--- config.mk ---
export PLATFORM = sky130hd
export DESIGN_NAME = cont_bck_win
export DESIGN_NICKNAME = d
export VERILOG_FILES = /design/src/rtl/map_ctrl_pkg.sv /design/src/rtl/bck_lat_cnt.sv /design/src/rtl/cont_bck_win.sv
export SDC_FILE = /design/constraint.sdc
export NUM_CORES = 1
export LEC_CHECK = 0
export BUFFER_PORTS_ARGS = -buffer_cell sky130_fd_sc_hd__buf_2
export CAP_MARGIN = 20
export CORE_MARGIN = 10
export CORE_UTILIZATION = 55
export DETAILED_ROUTE_END_ITERATION = 8
export PLACE_DENSITY = 0.79
export RECOVER_POWER = 100
export SETUP_SLACK_MARGIN = 0.1
export SLEW_MARGIN = 20
export SYNTH_ARGS = -nofsm -noshare
export SYNTH_HDL_FRONTEND = slang
export SYNTH_SLANG_ARGS = --single-unit
--- constraint.sdc ---
create_clock -name clk -period 2.7 [get_ports clk]
set_clock_uncertainty 0.2 [all_clocks]
set_input_delay 0.27 -clock clk [delete_from_list [all_inputs] [get_ports clk]]
set_output_delay 0.27 -clock clk [all_outputs]
set_load 0.01 [all_outputs]
--- src/rtl/map_ctrl_pkg.sv ---
// Shared types and default constants for the MAP decoder window controllers.
package map_ctrl_pkg;

  localparam int unsigned NUM_TRELLIS_STATES = 8;
  localparam int unsigned BETA_ADDR_W        = 8;

  typedef enum logic [3:0] {
    IDLE,
    LOAD,
    CALC,
    WRITE,
    CHECK,
    DONE,
    WAIT_LLR,
    READ,
    STOP
  } bck_state_t;

  function automatic int unsigned cnt_width(input int unsigned n);
    return (n > 1) ? $clog2(n) : 1;
  endfunction

endpackage

--- src/rtl/bck_lat_cnt.sv ---
// Loadable down-counter that times the beta datapath pipeline window.
module bck_lat_cnt #(
  parameter int unsigned CNT_W = 1
) (
  input  logic             clk,
  input  logic             rst,
  input  logic             load,
  input  logic [CNT_W-1:0] load_val,
  output logic             zero
);

  logic [CNT_W-1:0] cnt_q, cnt_d;

  always_comb begin
    cnt_d = cnt_q;
    if (load) begin
      cnt_d = load_val;
    end else if (cnt_q != '0) begin
      cnt_d = cnt_q - CNT_W'(1);
    end
  end

  always_ff @(posedge clk or negedge rst) begin
    if (!rst) begin
      cnt_q <= '0;
    end else begin
      cnt_q <= cnt_d;
    end
  end

  assign zero = (cnt_q == '0);

endmodule

--- src/rtl/cont_bck_win.sv ---
// Backward (beta) recursion controller: writes one beta vector per trellis
// step in descending address order, then streams them out ascending.
module cont_bck_win
  import map_ctrl_pkg::*;
#(
  parameter int unsigned ADDR_W    = BETA_ADDR_W,
  parameter int unsigned STRIDE    = NUM_TRELLIS_STATES,
  parameter int unsigned WIN_LEN   = 8,
  parameter int unsigned BASE_ADDR = 0,
  parameter int unsigned PIPE_LAT  = 2
) (
  input  logic                         clk,
  input  logic                         rst,
  input  logic                         start,
  input  logic                         flush,
  input  logic                         llr_go,
  output logic                         w_r_b,
  output logic [ADDR_W-1:0]            bd_addr,
  output logic                         calc_en,
  output logic [$clog2(WIN_LEN+1)-1:0] step_idx,
  output logic                         rd_valid,
  output logic                         busy,
  output logic                         done_bck,
  output logic                         stop
);

  localparam int unsigned STEP_W = $clog2(WIN_LEN + 1);
  localparam int unsigned LAT_W  = cnt_width(PIPE_LAT);

  localparam logic [ADDR_W-1:0] BASE_C   = ADDR_W'(BASE_ADDR);
  localparam logic [ADDR_W-1:0] STRIDE_C = ADDR_W'(STRIDE);
  localparam logic [ADDR_W-1:0] LOAD_C   = ADDR_W'(BASE_ADDR + WIN_LEN * STRIDE);
  localparam logic [STEP_W-1:0] WIN_C    = STEP_W'(WIN_LEN);
  localparam logic [STEP_W-1:0] LAST_C   = STEP_W'(WIN_LEN - 1);
  localparam logic [LAT_W-1:0]  LAT_C    = LAT_W'(PIPE_LAT - 1);

  localparam bit CFG_OK =
    (longint'(BASE_ADDR) + longint'(WIN_LEN) * longint'(STRIDE)) < (longint'(1) << ADDR_W);

  bck_state_t          state_q, state_d;
  logic                w_r_b_q, w_r_b_d;
  logic [ADDR_W-1:0]   bd_addr_q, bd_addr_d;
  logic                calc_en_q, calc_en_d;
  logic [STEP_W-1:0]   step_idx_q, step_idx_d;
  logic                rd_valid_q, rd_valid_d;
  logic                busy_q, busy_d;
  logic                done_q, done_d;
  logic                stop_q, stop_d;
  logic                lat_load;
  logic                lat_zero;

  bck_lat_cnt #(
    .CNT_W(LAT_W)
  ) u_lat_cnt (
    .clk      (clk),
    .rst      (rst),
    .load     (lat_load),
    .load_val (LAT_C),
    .zero     (lat_zero)
  );

  // Output flops are computed from the next state, so each output is
  // valid during the cycle its state is occupied.
  always_comb begin
    state_d    = state_q;
    w_r_b_d    = 1'b0;
    bd_addr_d  = bd_addr_q;
    calc_en_d  = 1'b0;
    step_idx_d = step_idx_q;
    rd_valid_d = 1'b0;
    done_d     = 1'b0;
    stop_d     = stop_q;
    lat_load   = 1'b0;

    case (state_q)
      IDLE, STOP: begin
        if (start) begin
          state_d    = LOAD;
          bd_addr_d  = LOAD_C;
          step_idx_d = WIN_C;
          stop_d     = 1'b0;
        end
      end
      LOAD: begin
        state_d   = CALC;
        calc_en_d = 1'b1;
        lat_load  = 1'b1;
      end
      CALC: begin
        if (lat_zero) begin
          state_d    = WRITE;
          w_r_b_d    = 1'b1;
          bd_addr_d  = bd_addr_q - STRIDE_C;
          step_idx_d = step_idx_q - STEP_W'(1);
        end else begin
          calc_en_d = 1'b1;
        end
      end
      WRITE: state_d = CHECK;
      CHECK: begin
        if (step_idx_q != '0) begin
          state_d   = CALC;
          calc_en_d = 1'b1;
          lat_load  = 1'b1;
        end else begin
          state_d = DONE;
          done_d  = 1'b1;
        end
      end
      DONE: state_d = WAIT_LLR;
      WAIT_LLR: begin
        if (llr_go) begin
          state_d    = READ;
          bd_addr_d  = BASE_C;
          step_idx_d = '0;
          rd_valid_d = 1'b1;
        end
      end
      READ: begin
        if (step_idx_q == LAST_C) begin
          state_d = STOP;
          stop_d  = 1'b1;
        end else begin
          rd_valid_d = 1'b1;
          bd_addr_d  = bd_addr_q + STRIDE_C;
          step_idx_d = step_idx_q + STEP_W'(1);
        end
      end
      default: state_d = IDLE;
    endcase

    if (flush) begin
      state_d    = IDLE;
      w_r_b_d    = 1'b0;
      bd_addr_d  = '0;
      calc_en_d  = 1'b0;
      step_idx_d = '0;
      rd_valid_d = 1'b0;
      done_d     = 1'b0;
      stop_d     = 1'b0;
      lat_load   = 1'b0;
    end

    busy_d = (state_d != IDLE) && (state_d != STOP);
  end

  always_ff @(posedge clk or negedge rst) begin
    if (!rst) begin
      state_q    <= IDLE;
      w_r_b_q    <= 1'b0;
      bd_addr_q  <= '0;
      calc_en_q  <= 1'b0;
      step_idx_q <= '0;
      rd_valid_q <= 1'b0;
      busy_q     <= 1'b0;
      done_q     <= 1'b0;
      stop_q     <= 1'b0;
    end else begin
      assert (CFG_OK)
        else $error("cont_bck_win: BASE_ADDR+WIN_LEN*STRIDE overflows ADDR_W");
      state_q    <= state_d;
      w_r_b_q    <= w_r_b_d;
      bd_addr_q  <= bd_addr_d;
      calc_en_q  <= calc_en_d;
      step_idx_q <= step_idx_d;
      rd_valid_q <= rd_valid_d;
      busy_q     <= busy_d;
      done_q     <= done_d;
      stop_q     <= stop_d;
    end
  end

  assign w_r_b    = w_r_b_q;
  assign bd_addr  = bd_addr_q;
  assign calc_en  = calc_en_q;
  assign step_idx = step_idx_q;
  assign rd_valid = rd_valid_q;
  assign busy     = busy_q;
  assign done_bck = done_q;
  assign stop     = stop_q;

endmodule

==> flow_summary_export.csv, run 1 <==
group,metric,value,unit
floorplanning,die_x,68.55,um
clock_tree,cts_buffers,3,
final_layout,syn2layout_area_growth,9.749,%
sta,worst_pin_slew,1.075,ns
sta,fmax,0.4074,GHz
power_and_ir_drop,clkPwrFrac,0.182,
placed_design,place.gp.congestion,0.7792,
sta,hold_viol_final,0,
route,wl_per_cell,16.30,um
power_and_ir_drop,power_density,694.7,nW/um^2
floorplanning,io-pin-count,23,
hold_path,min_to,"stop$_DFFE_PN0P_",
grt,antenna_found_initial,0,
worst_setup_path,required,2.70,ns
final_layout,seq_area,500.5,sq um
floorplanning,die_h,68.55,um
worst_setup_path,reg2reg_to,"bd_addr[7]$_DFFE_PN0P_",
synth,synthArstFlopShare,1.000,
clock_tree,clk_latency,0.31,ns
sta,whs,0.1241,ns
placed_design,hpwl,2.221,mm
worst_setup_path,start_kind,"register",
worst_setup_path,critPathMaxFanout,7,
synth,synth-edff-count,0,
synth,synth.distinct_cells,49,
power_and_ir_drop,vdd_drop_max,0.4388,mV
clock_tree,root_buffer,"clkbuf_4",
final_layout,final_cell_count_no_fill,188,
final_layout,fin_nets,171,
synth,synth.top_cell.area_share,0.3861,
final_layout,multi_input_area,718.2,sq um
floorplanning,core,2233,sq um
route,dr.first_iter.drc_count,74,
sta,relSlewSlack,0.2836,
power_and_ir_drop,p_sw,384.7,uW
placed_design,place_inst,183,
final_layout,final_area,1423,sq um
grt,grt_pass1_wl,5.106,mm
placed_design,dpl-instance-area,1400,sq um
route,viasPerCell,5.979,
sta,setup-tns-final,0,ns
synth,synth_cells,142,
power_and_ir_drop,switching_share,0.3893,
final_layout,nFillCells,207,
run,maxCapViolCount,0,
sta,min_period,2.454,ns
hold_path,min_path_cells,4,
grt,grt_max_degree,21,
floorplanning,num_rows,17,
route,detail-route-antenna-nets,0,
worst_setup_path,critPathCaptureType,"register",
route,vias,1124,
sta,rsz0062_at_grt,"no",
worst_setup_path,worstPathArrival,2.45,ns
sta,setup_slack,0.2457,ns
hold_path,hold_class,"primary input to register",
sta,slew_viol_final,0,
synth,synth-seq-cells,20,
placed_design,portBuffers,19,
power_and_ir_drop,power.leakage,0.6154,nW
clock_tree,post_cts_buffers,0,
synth,synth-main-ff-cell,"dfrtp_1",
run_status,status,"finished clean",
power_and_ir_drop,p_comb_frac,0.434,
synth,synth_top_area_cell,"dfrtp_1",
worst_setup_path,path_class,"register to register",
final_layout,utilization,0.6370,
power_and_ir_drop,p_seq_frac,0.384,
sta,fin_crit_sh,0.9090,
synth,syn_area_per_cell,9.128,sq um
synth,seq_area_frac_synth,0.3861,
grt,grt_overflow,0,
grt,grt_pass1_vias,1108,
synth,ys_warn_count,0,
synth,syn_area,1296,sq um
power_and_ir_drop,p_total,988.2,uW
sta,setup_viol,0,
floorplanning,dieArea,4698,sq um
route,wl,3.065,mm
hold_path,worstHoldStart,"start",
final_layout,diodes,0,
grt,grt_use_total,0.1391,
route,first_pass_iters,4,
placed_design,dp_worst_setup_slack,0.2991,ns
worst_setup_path,r2r_cells,8,
floorplanning,initial_core_util,0.5804,
clock_tree,cts_tree,"done",
clock_tree,htreeDepth,1,
synth,ys_top_cells_by_area,"dfrtp_1, nor2_1, ha_1",
clock_tree,cts_buffer_depth,2,
route,drcViolationCount,0,
worst_setup_path,rrSetupSlack,0.25,ns
power_and_ir_drop,p_int,603.5,uW
clock_tree,clk_pin_slew,0.12,ns
final_layout,drive_above_1_share,0.1000,
worst_setup_path,r2r-start,"state_q[3]$_DFF_PN0_",
clock_tree,clock-sinks,20,
[how the worst max path moves through the flow]
stage                          from                       to  slack [ns]  cells past startpoint
2_1_floorplan  state_q[0]$_DFF_PN0_   bd_addr[7]$_DFFE_PN0P_        0.39                     10
3_5_place_dp   state_q[3]$_DFF_PN0_   bd_addr[7]$_DFFE_PN0P_        0.30                      8
5_1_grt        state_q[0]$_DFF_PN0_  step_idx[3]$_DFFE_PN0P_        0.07                      6
3_3_place_gp   state_q[3]$_DFF_PN0_   bd_addr[7]$_DFFE_PN0P_        0.36                      8
6_report       state_q[3]$_DFF_PN0_   bd_addr[7]$_DFFE_PN0P_        0.25                      8
4_1_cts        state_q[3]$_DFF_PN0_   bd_addr[7]$_DFFE_PN0P_        0.26                      8
[sequential cells by signal, indices dropped and copies added (netlist names)]
signal and count:
rd_valid 1, bd_addr 5, stop 1, w_r_b 1
state_q 4, step_idx 4, calc_en 1, busy 1
done_bck 1, u_lat_cnt.cnt_q 1
[kinds of logic (layout without fill, tap and decap cells)]
kind of cell | after synthesis | after routing | synth area share
AOI/OAI and AO/OA | 39 | 39 | 0.2008
xor gates and xnor gates | 6 | 6 | 0.04054
adders and majority gates | 6 | 6 | 0.05695
buffers and inverters | 16 | 32 | 0.06564
DFF | 20 | 20 | 0.3861
muxes | 4 | 4 | 0.03089
other | 1 | 3 | 0.002893
and+or+nand+nor | 50 | 50 | 0.2162
[area by class of cell]
| cell class | instances | area share |
|---|---|---|
| clock buffer | 4 | 0.02551 |
| inverter | 3 | 0.009675 |
| multi-input combinational | 108 | 0.5048 |
| sequential | 20 | 0.3518 |
| tap | 28 | 0.02463 |
| timing repair buffer | 25 | 0.08355 |
[Yosys cell counts, types with 2 or more instances]
| library cell | number |
|---|---|
| dfrtp_1 | 20 |
| buf_4 | 3 |
| and3_1 | 2 |
| nor2b_1 | 3 |
| o21ai_1 | 3 |
| nand2_1 | 3 |
| a21oi_1 | 11 |
| nand2b_1 | 2 |
| or3_1 | 2 |
| nor2_1 | 17 |
| and4b_1 | 3 |
| ha_1 | 5 |
| nor4_1 | 3 |
| a31oi_1 | 2 |
| nand3b_1 | 3 |
| mux2i_1 | 4 |
| o21a_1 | 2 |
| xnor2_1 | 5 |
| buf_2 | 3 |
| a22oi_1 | 3 |
| and2_1 | 3 |
| inv_1 | 2 |
| clkbuf_1 | 5 |
| a21o_1 | 3 |
| and2b_1 | 2 |
| nand3_1 | 2 |
| o21ai_0 | 4 |
[metal layers]
metal,GRT usage,up-vias,wire (um)
met5,0,-,0
met4,0.07286,0,42
met3,0.03704,5,143
met2,0.2281,29,1539
met1,0.1627,550,1340
li1,-,540,-
[worst max-delay path, cell delays in order (launching register included)]
cell,delay (ns)
dfrtp_1,0.40
and4b_1,0.39
inv_4,0.09
ha_1,0.34
a21o_1,0.20
a21oi_1,0.14
a2bb2oi_1,0.22
nor4b_1,0.08
a311o_1,0.28
[layout by cell type, fill, tap and decap left out, types with 3 or more instances in the layout]
cell      instances
nor4_1            3
ha_1              5
nand2_1           3
buf_4             4
conb_1            3
nor2b_1           3
nor2_1           17
o21ai_0           5
xnor2_1           5
and2_1            3
nand3b_1          3
clkbuf_4          3
clkbuf_1         17
a22oi_1           3
dfrtp_1          20
and4b_1           3
buf_2             3
a21o_1            3
mux2i_1           4
a21oi_1          11
[power by group through the flow]
stage	logic (mW)	registers, mW	clock network, mW
2_1_floorplan	0.314	0.394	0
3_3_place_gp	0.422	0.380	0
3_5_place_dp	0.437	0.385	0
4_1_cts	0.441	0.379	0.182
5_1_grt	0.478	0.386	0.200
6_report	0.429	0.379	0.180
[timing repair]
item / CTS / global route
hold buffers: 1 / 0
gates resized for setup: 0 / 1
setup endpoints to repair: 0 / 1
endpoints found under the hold margin: 20 / 0
No activity file was read; power rests on OpenSTA's default activity.
==> inputs of run 2 (changes only) <==
--- a/config.mk
+++ b/config.mk
@@ -7,13 +7,13 @@
 export LEC_CHECK = 0
 export BUFFER_PORTS_ARGS = -buffer_cell sky130_fd_sc_hd__buf_2
 export CAP_MARGIN = 20
-export CORE_MARGIN = 10
+export CORE_MARGIN = 8
 export CORE_UTILIZATION = 55
+export CTS_BUF_LIST = sky130_fd_sc_hd__clkbuf_8
 export DETAILED_ROUTE_END_ITERATION = 8
 export PLACE_DENSITY = 0.79
 export RECOVER_POWER = 100
 export SETUP_SLACK_MARGIN = 0.1
-export SLEW_MARGIN = 20
 export SYNTH_ARGS = -nofsm -noshare
 export SYNTH_HDL_FRONTEND = slang
 export SYNTH_SLANG_ARGS = --single-unit
==> run 2 against run 1 <==
Core utilization rose by 1.5 points. Register-to-register slack hardly changed. Combinational power about the same. Maximum frequency grew 0.37%. First-iteration DRC count is 23% lower. Sequential share of layout area shrank 0.46 points. Final area up 1.3%. Setup slack gained 0.0090 ns. Global-route usage grew 0.55 points. Critical path depth is the same. Power rose by 5.6%. Critical path type unchanged.
==> flow_summary_export.csv, run 2 (synthesis gave the netlist of run 1 again) <==
group,metric,value,unit
run_status,status,"finished clean",
sta,fmax,0.4089,GHz
power_and_ir_drop,power_density,723.8,nW/um^2
final_layout,diodes,0,
clock_tree,cts.repair.resized,0,
final_layout,utilization,0.6516,
route,first_pass_iters,4,
floorplanning,dieArea,4166,sq um
run,maxCapViolCount,0,
power_and_ir_drop,power.leakage,0.6232,nW
worst_setup_path,path_class,"register to register",
clock_tree,root_buffer,"clkbuf_8",
worst_setup_path,critPathCaptureType,"register",
sta,rsz0062_at_grt,"no",
clock_tree,htreeDepth,1,
grt,grt_pass1_wl,4.954,mm
placed_design,hpwl,2.076,mm
grt,grt_pass1_vias,1044,
sta,relSlewSlack,0.2762,
clock_tree,cts_buffer_depth,2,
placed_design,portBuffers,19,
route,detail-route-antenna-nets,0,
sta,setup_slack,0.2547,ns
route,vias,1102,
clock_tree,cts_buffers,3,
clock_tree,cts_tree,"done",
grt,grt_max_degree,21,
route,top_layer,"met4",
floorplanning,num_rows,17,
final_layout,syn2layout_area_growth,11.20,%
floorplanning,initial_core_util,0.5860,
sta,setup-tns-final,0,ns
worst_setup_path,worst-path-buf-inv,1,
sta,min_period,2.445,ns
clock_tree,clk_pin_slew,0.08,ns
grt,antenna_found_initial,0,
worst_setup_path,critical_path.cell_chain,"and4b_1 > inv_4 > ha_1 > a21o_1 > a21oi_1 > a2bb2oi_1 > nor4b_1 > a311o_1",
clock_tree,clock-sinks,20,
sta,setup_viol,0,
floorplanning,die_x,64.55,um
worst_setup_path,slowest_delay,0.38,ns
worst_setup_path,required,2.65,ns
final_layout,largest_reg_flops,5,
floorplanning,core,2212,sq um
placed_design,dp_worst_setup_slack,0.2868,ns
route,dr.first_iter.drc_count,57,
clock_tree,clk_latency,0.26,ns
final_layout,final_cell_mix,"dfrtp_1, nor2_1, clkbuf_1, a21oi_1",
worst_setup_path,critPathMaxFanout,7,
sta,slew_viol_final,0,
worst_setup_path,worstPathArrival,2.39,ns
final_layout,final_area,1441,sq um
route,drcViolationCount,0,
final_layout,drive_above_1_share,0.1000,
route,viasPerCell,5.862,
sta,worst_pin_slew,1.086,ns
floorplanning,io-pin-count,23,
route,met2_length,1.368,mm
worst_setup_path,critical_path.top_delay_family,"compound AO/OA/AOI/OAI gates",
placed_design,place.gp.congestion,0.8631,
hold_path,hold_class,"primary input to register",
placed_design,dpl-instance-area,1400,sq um
sta,hold_viol_final,0,
route,wl_met3,116,um
final_layout,layout_commonest_cell,"dfrtp_1",
route,wl,2.975,mm
worst_setup_path,critPathSlowestCell,"dfrtp_1",
final_layout,fin_nets,171,
grt,grt_overflow,0,
power_and_ir_drop,vdd_drop_max,0.4593,mV
route,wl_met1,1.475,mm
floorplanning,die_h,64.55,um
final_layout,final_cell_count_no_fill,188,
sta,fin_crit_sh,0.9057,
route,wl_per_cell,15.82,um
worst_setup_path,start_kind,"register",
placed_design,place_inst,183,
grt,grt_use_total,0.1446,
-- run 2: cell counts in the layout (fill, tap and decap cells not counted) --
Identical to the previous run, type by type.
-- run 2: final timing paths --
kind                       cells past startpoint                endpoint            startpoint  slack, ns
setup / recovery                               8  bd_addr[7]$_DFFE_PN0P_  state_q[3]$_DFF_PN0_       0.25
hold / removal                                 4        stop$_DFFE_PN0P_                 start       0.18
setup reg to reg                               8  bd_addr[7]$_DFFE_PN0P_  state_q[3]$_DFF_PN0_       0.25
hold reg to reg                                2        stop$_DFFE_PN0P_      stop$_DFFE_PN0P_       0.36
max in group asynchronous                      2  bd_addr[6]$_DFFE_PN0P_                   rst       1.12
min in group asynchronous                      2          busy$_DFF_PN0_                   rst       0.53
-- run 2: worst reg2reg max path, cell delays in order, from the launching register on --
cell and delay [ns]:
dfrtp_1 0.38, and4b_1 0.38, inv_4 0.09, ha_1 0.34, a21o_1 0.21, a21oi_1 0.14, a2bb2oi_1 0.23, nor4b_1 0.08
a311o_1 0.28
-- run 2: through the flow --
stage | total power [mW] | hold slack (ns)
after floorplan | 0.7085 | -0.2256
after global placement | 0.8026 | 0.03878
after detailed placement | 0.8182 | 0.05094
after CTS | 1.053 | 0.1717
after global routing | 1.110 | 0.2139
final | 1.043 | 0.1791
-- run 2: final cells by class --
class | count | area (sq um)
clock buffers | 4 | 55.05
fillers | 193 | 770.7
inverters | 3 | 13.76
multi-input cells | 108 | 718.2
flip-flops and latches | 20 | 500.5
well taps | 28 | 35.03
repair buffers | 25 | 118.9
-- run 2: power breakdown --
part | leakage, nW | internal [mW] | total, mW | switching, mW
clock | 0.0288 | 0.130 | 0.234 | 0.104
combinational | 0.322 | 0.180 | 0.432 | 0.252
sequential | 0.272 | 0.342 | 0.378 | 0.0366
total | 0.623 | 0.651 | 1.04 | 0.392
-- run 2: routing by layer --
layer  track usage  vias to the layer above
li1              -                      543
met1        0.1927                      537
met2        0.2248                       20
met3       0.02921                        2
met4       0.05450                        0
met5             0                        -
-- run 2: timing repair --
item,4_1_cts,5_1_grt
hold buffers,1,0
hold endpoints to repair,20,0
buffers inserted,0,0
